### config.mk
export PLATFORM = sky130hd
export DESIGN_NAME = lsq_mem_arbiter_flat
export DESIGN_NICKNAME = d
export VERILOG_FILES = /design/src/rtl/lsq_mem_arbiter_if.sv /design/src/rtl/lsq_mem_arbiter.sv /design/src/flat_wrapper.sv
export SDC_FILE = /design/constraint.sdc
export NUM_CORES = 1
export LEC_CHECK = 0
export CORE_MARGIN = 3
export CORE_UTILIZATION = 42
export DETAILED_ROUTE_END_ITERATION = 8
export PLACE_DENSITY = 0.82
export SYNTH_ARGS = -nofsm -noshare
export SYNTH_HDL_FRONTEND = slang
export SYNTH_SLANG_ARGS = --single-unit
### constraint.sdc
create_clock -name clock -period 2.2 [get_ports clock]
set_input_delay 0.44 -clock clock [delete_from_list [all_inputs] [get_ports clock]]
set_output_delay 0.44 -clock clock [all_outputs]
set_load 0.02 [all_outputs]
### src/rtl/lsq_mem_arbiter_if.sv
// Bundle between the LSQ side (load buffer + store commit) and the data-memory port.
// The arbiter takes the slave modport; whoever drives requests and models memory takes master.
interface lsq_mem_arbiter_if #(
  parameter int XLEN        = 32,
  parameter int ROB_TAG_LEN = 5
);
  // load buffer request
  logic                   ld_req;
  logic [XLEN-1:0]        ld_addr;
  logic [1:0]             ld_size;
  logic [ROB_TAG_LEN-1:0] ld_tag;
  // store commit request
  logic                   st_req;
  logic [XLEN-1:0]        st_addr;
  logic [XLEN-1:0]        st_data;
  logic [1:0]             st_size;
  logic [ROB_TAG_LEN-1:0] st_tag;
  logic                   flush;
  // memory response
  logic                   mem_ack;
  logic [XLEN-1:0]        mem_rdata;
  // arbiter outputs
  logic                   mem_busy;
  logic                   st_grant;
  logic [1:0]             mem_cmd;
  logic [XLEN-1:0]        mem_addr;
  logic [XLEN-1:0]        mem_wdata;
  logic [1:0]             mem_size;
  logic                   ld_done;
  logic [XLEN-1:0]        ld_data;
  logic [ROB_TAG_LEN-1:0] ld_done_tag;
  logic                   st_done;
  logic [ROB_TAG_LEN-1:0] st_done_tag;

  modport slave (
    input  ld_req, ld_addr, ld_size, ld_tag,
    input  st_req, st_addr, st_data, st_size, st_tag,
    input  flush, mem_ack, mem_rdata,
    output mem_busy, st_grant, mem_cmd, mem_addr, mem_wdata, mem_size,
    output ld_done, ld_data, ld_done_tag, st_done, st_done_tag
  );

  modport master (
    output ld_req, ld_addr, ld_size, ld_tag,
    output st_req, st_addr, st_data, st_size, st_tag,
    output flush, mem_ack, mem_rdata,
    input  mem_busy, st_grant, mem_cmd, mem_addr, mem_wdata, mem_size,
    input  ld_done, ld_data, ld_done_tag, st_done, st_done_tag
  );
endinterface

### src/rtl/lsq_mem_arbiter.sv
// Single data-memory port arbiter between speculative loads and committed stores.
// One command in flight; loads can be squashed by flush, stores always complete.
module lsq_mem_arbiter #(
  parameter int XLEN             = 32,
  parameter int ROB_TAG_LEN      = 5,
  parameter int STORE_STREAK_MAX = 4
) (
  input logic clock,
  input logic reset,
  lsq_mem_arbiter_if.slave bus
);
  localparam int STREAK_W = $clog2(STORE_STREAK_MAX + 1);
  localparam logic [STREAK_W-1:0] STREAK_MAX = STREAK_W'(STORE_STREAK_MAX);

  localparam logic [1:0] CMD_NONE  = 2'd0;
  localparam logic [1:0] CMD_LOAD  = 2'd1;
  localparam logic [1:0] CMD_STORE = 2'd2;

  typedef enum logic [1:0] {IDLE, ISSUE, WAIT, DRAIN} state_t;

  state_t                 state_reg;
  logic                   ld_pend_reg;
  logic [XLEN-1:0]        pend_addr_reg;
  logic [1:0]             pend_size_reg;
  logic [ROB_TAG_LEN-1:0] pend_tag_reg;
  logic                   op_load_reg;
  logic [ROB_TAG_LEN-1:0] op_tag_reg;
  logic [STREAK_W-1:0]    streak_reg;

  logic [1:0]             mem_cmd_reg;
  logic [XLEN-1:0]        mem_addr_reg;
  logic [XLEN-1:0]        mem_wdata_reg;
  logic [1:0]             mem_size_reg;
  logic                   ld_done_reg;
  logic [XLEN-1:0]        ld_data_reg;
  logic [ROB_TAG_LEN-1:0] ld_done_tag_reg;
  logic                   st_done_reg;
  logic [ROB_TAG_LEN-1:0] st_done_tag_reg;

  logic ld_live;
  logic store_win;
  logic load_win;
  logic kill_load;

  // A flush this cycle already removes the pending load from arbitration.
  assign ld_live   = ld_pend_reg & ~bus.flush;
  assign store_win = (state_reg == IDLE) & bus.st_req &
                     (~ld_live | (streak_reg < STREAK_MAX));
  assign load_win  = (state_reg == IDLE) & ld_live & ~store_win;
  assign kill_load = op_load_reg & bus.flush;

  assign bus.st_grant    = reset & store_win;
  assign bus.mem_busy    = reset & ((state_reg != IDLE) | ld_pend_reg | bus.st_req);
  assign bus.mem_cmd     = mem_cmd_reg;
  assign bus.mem_addr    = mem_addr_reg;
  assign bus.mem_wdata   = mem_wdata_reg;
  assign bus.mem_size    = mem_size_reg;
  assign bus.ld_done     = ld_done_reg;
  assign bus.ld_data     = ld_data_reg;
  assign bus.ld_done_tag = ld_done_tag_reg;
  assign bus.st_done     = st_done_reg;
  assign bus.st_done_tag = st_done_tag_reg;

  always_ff @(posedge clock or negedge reset) begin
    if (!reset) begin
      state_reg       <= IDLE;
      ld_pend_reg     <= 1'b0;
      pend_addr_reg   <= '0;
      pend_size_reg   <= '0;
      pend_tag_reg    <= '0;
      op_load_reg     <= 1'b0;
      op_tag_reg      <= '0;
      streak_reg      <= '0;
      mem_cmd_reg     <= CMD_NONE;
      mem_addr_reg    <= '0;
      mem_wdata_reg   <= '0;
      mem_size_reg    <= '0;
      ld_done_reg     <= 1'b0;
      ld_data_reg     <= '0;
      ld_done_tag_reg <= '0;
      st_done_reg     <= 1'b0;
      st_done_tag_reg <= '0;
    end else begin
      ld_done_reg   <= 1'b0;
      st_done_reg   <= 1'b0;
      mem_cmd_reg   <= CMD_NONE;
      mem_addr_reg  <= '0;
      mem_wdata_reg <= '0;
      mem_size_reg  <= '0;

      // A new pulse while a load is held overwrites it; a granted load frees the slot.
      if (bus.flush) begin
        ld_pend_reg <= 1'b0;
      end else if (bus.ld_req) begin
        ld_pend_reg   <= 1'b1;
        pend_addr_reg <= bus.ld_addr;
        pend_size_reg <= bus.ld_size;
        pend_tag_reg  <= bus.ld_tag;
      end else if (load_win) begin
        ld_pend_reg <= 1'b0;
      end

      case (state_reg)
        IDLE: begin
          if (store_win) begin
            op_load_reg   <= 1'b0;
            op_tag_reg    <= bus.st_tag;
            mem_cmd_reg   <= CMD_STORE;
            mem_addr_reg  <= bus.st_addr;
            mem_wdata_reg <= bus.st_data;
            mem_size_reg  <= bus.st_size;
            if (ld_live)
              streak_reg <= (streak_reg == STREAK_MAX) ? streak_reg : streak_reg + 1'b1;
            else
              streak_reg <= '0;
            state_reg <= ISSUE;
          end else if (load_win) begin
            op_load_reg  <= 1'b1;
            op_tag_reg   <= pend_tag_reg;
            mem_cmd_reg  <= CMD_LOAD;
            mem_addr_reg <= pend_addr_reg;
            mem_size_reg <= pend_size_reg;
            streak_reg   <= '0;
            state_reg    <= ISSUE;
          end else begin
            streak_reg <= '0;
          end
        end
        ISSUE: begin
          state_reg <= kill_load ? DRAIN : WAIT;
        end
        WAIT: begin
          if (kill_load) begin
            // The ack arriving with the flush is consumed without a result.
            state_reg <= bus.mem_ack ? IDLE : DRAIN;
          end else if (bus.mem_ack) begin
            state_reg <= IDLE;
            if (op_load_reg) begin
              ld_done_reg     <= 1'b1;
              ld_data_reg     <= bus.mem_rdata;
              ld_done_tag_reg <= op_tag_reg;
            end else begin
              st_done_reg     <= 1'b1;
              st_done_tag_reg <= op_tag_reg;
            end
          end
        end
        DRAIN: begin
          if (bus.mem_ack)
            state_reg <= IDLE;
        end
        default: state_reg <= IDLE;
      endcase
    end
  end
endmodule

### src/flat_wrapper.sv
// flat-port wrapper written by rule: the top's interface ports become plain ports
module lsq_mem_arbiter_flat 
#(
  parameter int XLEN             = 32,
  parameter int ROB_TAG_LEN      = 5,
  parameter int STORE_STREAK_MAX = 4
)
  (clock, reset, bus_ld_req, bus_ld_addr, bus_ld_size, bus_ld_tag, bus_st_req, bus_st_addr, bus_st_data, bus_st_size, bus_st_tag, bus_flush, bus_mem_ack, bus_mem_rdata, bus_mem_busy, bus_st_grant, bus_mem_cmd, bus_mem_addr, bus_mem_wdata, bus_mem_size, bus_ld_done, bus_ld_data, bus_ld_done_tag, bus_st_done, bus_st_done_tag);
  lsq_mem_arbiter_if #(.XLEN(XLEN), .ROB_TAG_LEN(ROB_TAG_LEN)) bus_i ();
  input logic clock;
  input logic reset;
  input wire logic [$bits(bus_i.ld_req)-1:0] bus_ld_req;
  input wire logic [$bits(bus_i.ld_addr)-1:0] bus_ld_addr;
  input wire logic [$bits(bus_i.ld_size)-1:0] bus_ld_size;
  input wire logic [$bits(bus_i.ld_tag)-1:0] bus_ld_tag;
  input wire logic [$bits(bus_i.st_req)-1:0] bus_st_req;
  input wire logic [$bits(bus_i.st_addr)-1:0] bus_st_addr;
  input wire logic [$bits(bus_i.st_data)-1:0] bus_st_data;
  input wire logic [$bits(bus_i.st_size)-1:0] bus_st_size;
  input wire logic [$bits(bus_i.st_tag)-1:0] bus_st_tag;
  input wire logic [$bits(bus_i.flush)-1:0] bus_flush;
  input wire logic [$bits(bus_i.mem_ack)-1:0] bus_mem_ack;
  input wire logic [$bits(bus_i.mem_rdata)-1:0] bus_mem_rdata;
  output wire logic [$bits(bus_i.mem_busy)-1:0] bus_mem_busy;
  output wire logic [$bits(bus_i.st_grant)-1:0] bus_st_grant;
  output wire logic [$bits(bus_i.mem_cmd)-1:0] bus_mem_cmd;
  output wire logic [$bits(bus_i.mem_addr)-1:0] bus_mem_addr;
  output wire logic [$bits(bus_i.mem_wdata)-1:0] bus_mem_wdata;
  output wire logic [$bits(bus_i.mem_size)-1:0] bus_mem_size;
  output wire logic [$bits(bus_i.ld_done)-1:0] bus_ld_done;
  output wire logic [$bits(bus_i.ld_data)-1:0] bus_ld_data;
  output wire logic [$bits(bus_i.ld_done_tag)-1:0] bus_ld_done_tag;
  output wire logic [$bits(bus_i.st_done)-1:0] bus_st_done;
  output wire logic [$bits(bus_i.st_done_tag)-1:0] bus_st_done_tag;
  assign bus_i.ld_req = bus_ld_req;
  assign bus_i.ld_addr = bus_ld_addr;
  assign bus_i.ld_size = bus_ld_size;
  assign bus_i.ld_tag = bus_ld_tag;
  assign bus_i.st_req = bus_st_req;
  assign bus_i.st_addr = bus_st_addr;
  assign bus_i.st_data = bus_st_data;
  assign bus_i.st_size = bus_st_size;
  assign bus_i.st_tag = bus_st_tag;
  assign bus_i.flush = bus_flush;
  assign bus_i.mem_ack = bus_mem_ack;
  assign bus_i.mem_rdata = bus_mem_rdata;
  assign bus_mem_busy = bus_i.mem_busy;
  assign bus_st_grant = bus_i.st_grant;
  assign bus_mem_cmd = bus_i.mem_cmd;
  assign bus_mem_addr = bus_i.mem_addr;
  assign bus_mem_wdata = bus_i.mem_wdata;
  assign bus_mem_size = bus_i.mem_size;
  assign bus_ld_done = bus_i.ld_done;
  assign bus_ld_data = bus_i.ld_data;
  assign bus_ld_done_tag = bus_i.ld_done_tag;
  assign bus_st_done = bus_i.st_done;
  assign bus_st_done_tag = bus_i.st_done_tag;
  lsq_mem_arbiter #(.XLEN(XLEN), .ROB_TAG_LEN(ROB_TAG_LEN), .STORE_STREAK_MAX(STORE_STREAK_MAX)) u_core (.clock(clock), .reset(reset), .bus(bus_i));
endmodule
======== After elaboration in Yosys (flattened, before gate mapping) ========
Index checks and enable logic that the tools add are counted.
operators by class
  multiply operators ...................... 0
  bitwise operators ....................... 16
  order comparisons ....................... 1
  equal/unequal tests ..................... 6
  mux-type cells .......................... 36
  shifts and indexed selects .............. 0
  divide/modulo/power cells ............... 0
  reduce and logical (&&, ||, !) cells .... 9
  $add $sub $neg .......................... 1
operator list
  operator             number
  $mux 32              5
  $mux 2               10
  $mux 1               15
  $mux 5               2
  $mux 3               3
  $and 1x1->1          8
  $pmux 2 s4           1
  $reduce_and 4->1     2
  $reduce_and 2->1     3
  $not 1->1            5
  $eq 2x2->1 const B   2
  $reduce_bool 2->1    2
  $add 3x1->3 const B  1
  $eq 3x3->1 const B   1
  $lt 3x3->1 const B   1
  $ne 3x1->1 const B   1
  $ne 3x3->1 const B   1
  $or 1x1->1           3
  $reduce_bool 3->1    1
  $eq 2x1->1 const B   1
  $logic_not 2->1      1
word-level totals
  memory bits (read-only) ................. 0
  output and inout port bits .............. 114
  memories kept ........................... 0
  logic and storage cells ................. 86
  register bits after elaboration ......... 163
  memory bits (writable) .................. 0
  input port bits ......................... 148
  bits in latches ......................... 0

======== Logic depth before layout (Yosys ltp) ========
Gate-level depths: netlist (run 1).
  word-level depth ........................ 10
  mapped depth ............................ 5
  mapped depth without buffers ............ 4

======== Worst setup path after synthesis (run 1) ========
No wires, ideal clock.
  path kind ............................... reg-to-output
  start ................................... register u_core.state_reg[0]
  end ..................................... output bus_st_grant
  cell stages (with the launch flop) ...... 5
  buffers on the path ..................... 1
  required time ........................... 1,760 ps
  slack ................................... 408 ps
  arrival time ............................ 1,352 ps
  cells stage by stage .................... dfrtp_1 or2_1 a211oi_2 buf_2 and2_1
on the way
  word-level cells in the longest chain between the ends .. 4
RTL lines
  item                      line                    source
  start, declared           lsq_mem_arbiter.sv:21   state_t state_reg;
  start signal, assigned    lsq_mem_arbiter.sv:130  state_reg <= kill_load ? DRAIN : WAIT;
  start signal, assigned    lsq_mem_arbiter.sv:135  state_reg <= bus.mem_ack ? IDLE : DRAIN;
  $logic_not 2->1           lsq_mem_arbiter.sv:47   assign store_win = (state_reg == IDLE) & bus.st_req &
  $and 1x1->1 (2 in a row)  lsq_mem_arbiter.sv:47
  $and 1x1->1               lsq_mem_arbiter.sv:52   assign bus.st_grant = reset & store_win;
  end, declared             flat_wrapper.sv:25      output wire logic [$bits(bus_i.st_grant)-1:0] bus_st_grant;
Every way passes these cells.

======== Worst setup path after layout (run 1) ========
  start ................................... input reset
  end ..................................... output bus_mem_busy
on the way
  word-level cells in the longest chain between the ends .. 1
RTL lines
  item             line                   source
  start, declared  flat_wrapper.sv:11     input logic reset;
  $and 1x1->1      lsq_mem_arbiter.sv:53  assign bus.mem_busy = reset & ((state_reg != IDLE) | ld_pend_reg | bus.st_req);
  end, declared    flat_wrapper.sv:24     output wire logic [$bits(bus_i.mem_busy)-1:0] bus_mem_busy;
Every way passes these cells.

==> impl_metrics.yaml, run 1 <==
routing:
  avgViaCountPerCell: 4.85
  ant_nets: 0
  drt-total-wl_mm: 14.8
  remaining_drc_errors: 0
  routedWlPerCell_um: 17.6
  num_vias: 4085
  drtIter0Drc: 136
  firstDrtPassIters: 4
timing:
  fin_tns_setup_ns: 0
  relSlewSlack: 0.538
  max_freq_mhz: 470
  rsz0062_at_grt: "false"
  setup_slack_ns: 0.0745
  worst_clock_skew_ns: 0.00818
  tightestPinTransition_ns: 0.692
  period_share: 0.966
  slew_viol_final: 0
  final-hold-violation-count: 0
  setup_violations: 0
  layout_min_cycle_time_ns: 2.13
place:
  place_congestion: 0.812
  place_area_sq_um: 8820
  dp_hpwl_mm: 10.9
  place_ws_ns: -0.306
  portBuffers: 261
yosys:
  syn-instance-count: 379
  ys_ff_latch: 163
  synth_cell_types: 27
  synth_fp_nets: 529
  ys_seq_area_frac: 0.689
  syn_area_sq_um: 5920
  ys_warn_count: 0
  synth_area_per_cell_sq_um: 15.6
power:
  pwr_density_cell_nw_per_um2: 1180
  leakage_nw: 4.13
  power_frac_seq: 0.371
  p_sw_frac: 0.286
  peakVddDrop_mv: 0.583
  clkPwrFrac: 0.304
  p_sw_mw: 3.22
  p_int_mw: 8.03
  pwr-share-comb: 0.325
worst_setup_path:
  reg2reg_slack_ns: 0.32
  crit_path_end_kind: "primary output"
  critPathSlowestCell: "dlygate4sd3_1"
  crit_type: "in -> out"
  critPathLaunchType: "input pin"
  worstPathRequired_ns: 1.76
  arrival_ns: 1.69
  reg2reg_from: "u_core.state_reg[1]"
  crit_path_cell_trace: "dlygate4sd3_1 > buf_6 > o31a_1 > dlygate4sd2_1"
  slowest_delay_ns: 0.57
  cp_max_fo: 5
  r2r_end: "u_core.op_tag_reg[4]"
  crit_start: "reset"
  r2r_cells: 5
  crit_path_end: "bus_mem_busy"
cells_and_area:
  antenna_cells: 0
  nets: 804
  utilization: 0.706
  area_delta_synth_final_pct: 60.9
  final_layout_size_suffix_gt1_frac: 0.202
  final_area_sq_um: 9530
run:
  drv_cap: 0
floorplan:
  initial_core_util: 0.439
  core_sq_um: 13500
  rows: 42
  io_pins: 262
  die-width_um: 125
  die_area_sq_um: 15600
  fp.dieH_um: 125
global_routing:
  first_global_vias: 4481
  grt.total_usage: 0.197
  grt.overflow.total: 0
  grt_max_degree: 133
  grt_pass1_wl_mm: 24.1
  antenna_found_initial: 0
clock_tree:
  cts_buffers: 17
  clkSlewWorstSetupHoldPaths_ns: 0.06
  clock_latency_ns: 0.41
  root_buffer: "clkbuf_16"
  post_cts_buffers: 0
  cts_sinks: 163
  clock_path_buffers: 2
  htreeDepth: 4
  cts_tree: "built"
status:
  status: "completed"
worst_hold_path:
  hold_class: "in -> async"
stage by stage:
step,instances,hold WS [ns],total power [mW]
after floorplan,379,0.144,5.98
after global placement,810,0.237,7.77
after detailed placement,810,0.237,7.93
after CTS,843,0.389,11.4
after global routing,843,0.409,11.8
final,843,0.422,11.3
power groups by stage:
stage / Sequential (mW) / Clock, mW / Combinational [mW]
4_1_cts: 4.18 / 3.50 / 3.72
5_1_grt: 4.27 / 3.62 / 3.89
3_5_place_dp: 4.23 / 0 / 3.70
2_1_floorplan: 4.96 / 0 / 1.02
3_3_place_gp: 4.17 / 0 / 3.60
6_report: 4.17 / 3.42 / 3.66
logic make-up (layout without fill, tap and decap cells):
family / Yosys count / after routing / share of synthesized area
simple gates: 52 / 52 / 0.0526
flops: 163 / 163 / 0.689
fa+ha+maj: 2 / 2 / 0.00422
mux: 86 / 86 / 0.162
compound gates: 50 / 50 / 0.0684
buf+inv: 26 / 314 / 0.0237
metal layers:
metal | GRT usage | wire length (um) | share of wire
met1 | 0.218 | 5470 | 0.37
met4 | 0.0606 | 219 | 0.015
met3 | 0.0716 | 1210 | 0.082
met5 | 0 | 0 | 0
met2 | 0.352 | 7900 | 0.53
cells in the final DEF (no fill, tap or decap), types with 3 or more instances in the layout:
master / count
clkbuf_16: 17
clkinvlp_4: 3
bufinv_16: 7
dfrtp_1: 163
buf_12: 4
buf_4: 10
mux2i_1: 5
nor2_1: 6
a21oi_1: 7
nand2_1: 3
mux2_2: 81
and2_1: 33
clkdlybuf4s50_1: 258
a22o_1: 35
inv_1: 5
final cells by class:
| class | instances | area, sq um |
|---|---|---|
| fill | 913 | 3970 |
| timing repair buffer | 277 | 2780 |
| multi-input combinational | 190 | 1730 |
| tap | 176 | 220 |
| sequential | 163 | 4080 |
| clock buffer | 19 | 443 |
| inverter | 5 | 18.8 |
| clock inverter | 13 | 255 |
synthesized netlist by cell type, drive strengths merged:
library cell  instances  area, sq um
a211oi                1         12.5
a21o                  1         7.51
a21oi                 7         35.0
a22o                 35          307
a32o                  1         10.0
and2                 33          206
buf                  20          118
clkbuf                1         3.75
dfrtp               163         4080
ha                    2         25.0
inv                   5         18.8
mux2                 81          912
mux2i                 5         50.1
nand2                 3         11.3
nand2b                1         6.26
nand3                 1         5.00
nor2                  7         26.3
nor2b                 3         18.8
nor3                  1         10.0
nor4                  1         12.5
nor4b                 1         8.76
o21a                  1         7.51
o21ai                 2         10.0
o21bai                1         7.51
o31a                  1         8.76
or2                   1         6.26
critical path, delay by kind of cell:
family | cells | cell delay, ns
AOI/OAI and AO/OA | 1 | 0.13
buffers and inverters | 3 | 1.11
repair_timing:
| item | 4_1_cts | 5_1_grt |
|---|---|---|
| hold endpoints to repair | 1 | 0 |
| pin swaps | 0 | 0 |
| hold buffers | 1 | 0 |
| setup endpoints to repair | 2 | 2 |
| resized for setup | 6 | 1 |
worst min path at each step:
stage                                   endpoint  slack (ns)  depth (start not counted)
after floorplan            u_core.bus.ld_data[0]        0.14                          0
after global placement    u_core.pend_tag_reg[4]        0.24                          1
after detailed placement  u_core.pend_tag_reg[4]        0.24                          1
after CTS                 u_core.pend_tag_reg[4]        0.39                          2
after global routing      u_core.pend_tag_reg[4]        0.41                          2
final                     u_core.pend_tag_reg[4]        0.42                          2
(Power assumes the default switching activity.)
==> inputs of run 2 (changes only) <==
--- a/config.mk
+++ b/config.mk
@@ -5,8 +5,10 @@
 export SDC_FILE = /design/constraint.sdc
 export NUM_CORES = 1
 export LEC_CHECK = 0
+export CAP_MARGIN = 15
 export CORE_MARGIN = 3
 export CORE_UTILIZATION = 42
+export CTS_CLUSTER_SIZE = 20
 export DETAILED_ROUTE_END_ITERATION = 8
 export PLACE_DENSITY = 0.82
 export SYNTH_ARGS = -nofsm -noshare
==> results of run 2 <==
No change in the layout: final DEF, timing and power equal those of run 1.
==> inputs of run 3 (changes only) <==
--- a/config.mk
+++ b/config.mk
@@ -5,7 +5,7 @@
 export SDC_FILE = /design/constraint.sdc
 export NUM_CORES = 1
 export LEC_CHECK = 0
-export CAP_MARGIN = 15
+export CAP_MARGIN = 30
 export CORE_MARGIN = 3
 export CORE_UTILIZATION = 42
 export CTS_CLUSTER_SIZE = 20
==> results of run 3 <==
No change in the layout: final DEF, timing and power equal those of run 1.
